<file path="src/rtl/bus_arbiter.sv">
// Round-robin shared-bus arbiter with owner-selected slave mux and a
// no-ready watchdog that forcibly revokes a stuck grant.
module bus_arbiter #(
    parameter int N_MASTERS = 4,
    parameter int TIMEOUT   = 255,
    parameter int ADDR_W    = 30,
    parameter int DATA_W    = 32
) (
    input  logic                                 clk,
    input  logic                                 rst,
    input  logic [N_MASTERS-1:0]                 m_req_,
    output logic [N_MASTERS-1:0]                 m_grnt_,
    input  logic [N_MASTERS-1:0][ADDR_W-1:0]     m_addr,
    input  logic [N_MASTERS-1:0]                 m_as_,
    input  logic [N_MASTERS-1:0]                 m_rw,
    input  logic [N_MASTERS-1:0][DATA_W-1:0]     m_wr_data,
    output logic [ADDR_W-1:0]                    s_addr,
    output logic                                 s_as_,
    output logic                                 s_rw,
    output logic [DATA_W-1:0]                    s_wr_data,
    input  logic                                 s_rdy_,
    output logic [$clog2(N_MASTERS)-1:0]         owner,
    output logic                                 owned,
    output logic                                 timeout
);

    localparam int OW_W = $clog2(N_MASTERS);
    localparam int CW   = (TIMEOUT > 0) ? $clog2(TIMEOUT + 1) : 1;
    localparam logic [CW-1:0] TO_LAST = CW'((TIMEOUT > 0) ? TIMEOUT - 1 : 0);
    localparam logic DISABLE_ = 1'b1;
    localparam logic READ     = 1'b1;

    typedef enum logic {
        IDLE  = 1'b0,
        OWNED = 1'b1
    } state_t;

    state_t                 r_state, w_state_nxt;
    logic [OW_W-1:0]        r_owner, w_owner_nxt, w_pick;
    logic [CW-1:0]          r_cnt, w_cnt_nxt;
    logic                   r_timeout, w_timeout_nxt;
    logic [N_MASTERS-1:0]   r_grnt_, w_grnt_nxt_;
    logic [N_MASTERS-1:0]   w_req;
    logic                   w_pick_vld;
    logic                   w_hit;

    assign w_req = ~m_req_;

    // Scan from owner+1 upward; the owner itself is considered last, so a
    // revoked master is only re-picked when nobody else is asking.
    always_comb begin
        w_pick_vld = 1'b0;
        w_pick     = r_owner;
        for (int i = N_MASTERS; i >= 1; i--) begin
            if (w_req[OW_W'((int'(r_owner) + i) % N_MASTERS)]) begin
                w_pick_vld = 1'b1;
                w_pick     = OW_W'((int'(r_owner) + i) % N_MASTERS);
            end
        end
    end

    assign w_hit = (TIMEOUT != 0) && (r_state == OWNED) && s_rdy_ && (r_cnt == TO_LAST);

    always_comb begin
        w_state_nxt   = r_state;
        w_owner_nxt   = r_owner;
        w_cnt_nxt     = r_cnt;
        w_timeout_nxt = 1'b0;
        case (r_state)
            IDLE: begin
                w_cnt_nxt = '0;
                if (w_pick_vld) begin
                    w_state_nxt = OWNED;
                    w_owner_nxt = w_pick;
                end
            end
            OWNED: begin
                if (m_req_[r_owner]) begin
                    // Release wins over a coincident timeout: no pulse.
                    w_cnt_nxt = '0;
                    if (w_pick_vld) w_owner_nxt = w_pick;
                    else            w_state_nxt = IDLE;
                end else if (w_hit) begin
                    w_timeout_nxt = 1'b1;
                    w_cnt_nxt     = '0;
                    if (w_pick_vld) w_owner_nxt = w_pick;
                    else            w_state_nxt = IDLE;
                end else if (!s_rdy_) begin
                    w_cnt_nxt = '0;
                end else if (r_cnt != '1) begin
                    w_cnt_nxt = r_cnt + 1'b1;
                end
            end
            default: w_state_nxt = IDLE;
        endcase
        w_grnt_nxt_ = '1;
        if (w_state_nxt == OWNED) w_grnt_nxt_[w_owner_nxt] = 1'b0;
    end

    always_ff @(posedge clk or negedge rst) begin
        if (!rst) begin
            r_state   <= IDLE;
            r_owner   <= '0;
            r_cnt     <= '0;
            r_timeout <= 1'b0;
            r_grnt_   <= '1;
        end else begin
            r_state   <= w_state_nxt;
            r_owner   <= w_owner_nxt;
            r_cnt     <= w_cnt_nxt;
            r_timeout <= w_timeout_nxt;
            r_grnt_   <= w_grnt_nxt_;
        end
    end

    // Slave side is selected purely from registered ownership.
    always_comb begin
        s_addr    = '0;
        s_as_     = DISABLE_;
        s_rw      = READ;
        s_wr_data = '0;
        if (r_state == OWNED) begin
            s_addr    = m_addr[r_owner];
            s_as_     = m_as_[r_owner];
            s_rw      = m_rw[r_owner];
            s_wr_data = m_wr_data[r_owner];
        end
    end

    assign m_grnt_ = r_grnt_;
    assign owner   = r_owner;
    assign owned   = (r_state == OWNED);
    assign timeout = r_timeout;

endmodule

</file>
<file path="config.mk">
export PLATFORM = sky130hd
export DESIGN_NAME = bus_arbiter
export DESIGN_NICKNAME = d
export VERILOG_FILES = /design/src/rtl/bus_arbiter.sv
export SDC_FILE = /design/constraint.sdc
export NUM_CORES = 1
export LEC_CHECK = 0
export BUFFER_PORTS_ARGS = -buffer_cell sky130_fd_sc_hd__buf_2
export CAP_MARGIN = 20
export CORE_AREA = 2 2 130 132
export CTS_BUF_LIST = sky130_fd_sc_hd__clkbuf_2
export DETAILED_ROUTE_END_ITERATION = 10
export DIE_AREA = 0 0 132 134
export PLACE_DENSITY = 0.45
export SLEW_MARGIN = 20
export SYNTH_ARGS = -nofsm -noshare
export SYNTH_HDL_FRONTEND = slang
export SYNTH_SLANG_ARGS = --single-unit
</file>
<file path="constraint.sdc">
create_clock -name clk -period 4.2 [get_ports clk]
set_input_delay 0.84 -clock clk [delete_from_list [all_inputs] [get_ports clk]]
set_output_delay 0.84 -clock clk [all_outputs]
set_load 0.005 [all_outputs]
</file>
==> results.md <==
* Status: complete, no violations
* Syn-to-layout area delta at 67.6%
* RSZ-0062 raised after global routing: false
* Maximum VDD drop at around 0.00027 V
* Setup Crit Path Kind: flop to output port
* WL final at 14,500 um
* Worst Hold Slack at ~0.43 ns
* Power per Cell Area at a little under 500 nW/um2
* Share of post-route cells with drive strength above 1 at 0.748
* Clk_lat worst skew at 0.29 ns
* CTS Hold Bufs at 0
* Leading cell types in the layout, fill and taps excluded: buf_2, mux4_2, and2_1
* Critical path capture point type: output port
* Leak pwr at 2.28 nW
* Final hold violations at 0
* Syn nets at roughly 500
* Synth Register Bits at 16
* Crit path max fanout at 40
* Mapped cell area at between 2000 and 3000 um2
* Vias in the first global route at 3,699
* Storage element area at 412 um2
* FP Rows at 47
* Overall routing resource usage at 0.153
* DPL Wire Length at about 12,000 um
* Total gr overflow at 0
* Critical path arrival at 2.48 ns
* Peak Freq at 301 MHz
* IO Port Bufs at roughly 330
* Syn_area_per_cell at about 12 um2
* Slew Limit Fails at 0
* DRT iter0 DRCs at 142
* CTS Sinks at 16
* Final period util at 0.790
* CORE AREA at about 16,000 um2
* RePlAce Congestion at between 0.9 and 1
* Die area at 17,700 um2
* Initial core utilization at 0.173
* Synth area leaders: mux4_2, and2_1, dfrtp_1
* Slew HR at 0.343
* Vias at 3,540
* Placed Area at 4700 um2
* Post-DRT Antenna Nets at 0
* Final min period at 3.32 ns
* Setup-failing EPs final at 0
* Fillers at 1,783
* Maxcap violations at 0
* Initial antenna violation count at 4
* CTS H-tree depth at 1
* Post-CTS Resized at 0
* First-pass GRT wire length at 21,600 um
* Synth warn at 0
* Cells after DPL at ~770
* Seq/Total Area, Yosys at 0.144
* Worst slew pin tran at roughly 1 ns
* Total CTS buffers at 3
* Largest net degree at the start of global routing at ~70
* Top cell type's share of synthesized area at 0.510
* Max Root-Sink Buffers at 2
* Layout Cells excl Fill at 780
* Finished Cell Area at around 4700 um2
* Yosys cell types at 39
* Clk_skew at approximately 0.0088 ns
* Final Core Density at 0.291
* WP data required at 3.36 ns
* Commonest non-fill, non-tap cell in the layout: buf_2
* Worst hold path class: primary input to async pin
* Die width at ~130 um
* Vias per Instance at 4.54
* Drt first pass iters at 4
* CTS tree: built
* Area of the multi-input gates at ~2300 um2
* DRC violations left at 0
* Per-cell routed wire length at 18.6 um
* I/O pins at about 340
* Setup Fix Bufs, Post-CTS at 0
* Setup TNS at 0 ns
* Most area-hungry cell type in the Yosys netlist: mux4_2
* Die Ht at between 100 and 150 um
* Worst-path clk slew at 0.16 ns
* CP Launch Type: flop
* Post-Synthesis Cells at between 200 and 250
* Final Net Count at 822
* CTS root buffer: clkbuf_2
-- layer usage --
layer | up-vias | share of wire | track usage
met5 | - | 0 | 0
met4 | 0 | 0.014 | 0.0356
met3 | 12 | 0.064 | 0.0234
met2 | 167 | 0.52 | 0.276
met1 | 1781 | 0.40 | 0.194
li1 | 1580 | - | -
-- metrics by stage --
stage	total power, mW	worst slack [ns]
floorplan	1.59	1.88
global placement	2.29	1.23
detailed placement	2.31	1.19
CTS	2.39	0.801
global route	2.54	0.653
finish	2.35	0.882
-- logic make-up after synthesis --
logic type                 after synthesis  share of synthesized area
and+or+nand+nor                        109                      0.228
muxes                                   65                      0.514
buffers and inverters                   26                     0.0492
DFF                                     16                      0.144
AOI/OAI and AO/OA                       14                     0.0381
xor gates and xnor gates                 5                     0.0182
adders and majority gates                2                    0.00886
-- final cells by class --
class,count,area share
inverters,3,0.00238
repair buffers,338,0.365
multi-input cells,195,0.482
flip-flops and latches,16,0.0870
clock buffers,3,0.00317
diodes,4,0.00211
clock inverters,1,0.000793
well taps,220,0.0582
-- power breakdown --
part           internal, mW  total [mW]  leakage [nW]  switching, mW
combinational          1.16        1.93          2.07          0.763
clock                0.0207      0.0704        0.0141         0.0497
sequential            0.200       0.356         0.197          0.156
-- worst paths after layout --
kind / cells past startpoint / to / slack, ns / startpoint
max reg2reg: 5 / m_grnt_[3]$_DFF_PN1_ / 1.97 / owned$_DFF_PN0_
max: 4 / s_rw / 0.88 / owner[0]$_DFF_PN0_
min: 1 / r_cnt[6]$_DFFE_PN0P_ / 0.43 / rst
max in group asynchronous: 1 / m_grnt_[2]$_DFF_PN1_ / 3.46 / rst
min reg2reg: 2 / r_cnt[7]$_DFFE_PN0P_ / 0.59 / r_cnt[7]$_DFFE_PN0P_
min in group clk: 2 / r_cnt[7]$_DFFE_PN0P_ / 0.59 / r_cnt[7]$_DFFE_PN0P_
-- worst max-delay path, cell delays in order, from the launching register on --
cell and delay [ns]:
dfrtp_4 0.93, buf_4 0.36, mux4_2 0.54, nand2b_1 0.16, buf_2 0.17
-- synth_stat cells --
master     number
nand4_1         7
mux2i_1         1
dfstp_2         4
a32oi_2         1
o2111ai_1       1
nor3_1          3
a21oi_1         1
nor2_1         11
nand3_1         2
a21o_1          1
clkbuf_1        7
a211oi_1        1
and2_4          1
buf_6           3
ha_1            2
mux4_2         64
buf_4           1
o21ai_1         2
and4_1          1
nand2b_1        5
inv_1           3
and2_1         63
xor2_2          1
nor2b_1         3
xor2_1          3
dfrtp_1        12
nand3b_1        2
nand2_1         6
and3b_1         1
xnor2_1         1
or3_1           1
nor3b_1         1
and3_1          2
o31a_1          1
o2111ai_2       1
a31oi_1         1
buf_2          12
o21ai_0         3
o211ai_1        1
-- flip-flops by register name, summed over array words and instances (netlist names) --
| register | count |
|---|---|
| timeout | 1 |
| m_grnt_ | 4 |
| owned | 1 |
| r_cnt | 8 |
| owner | 2 |
(Power assumes the default switching activity.)
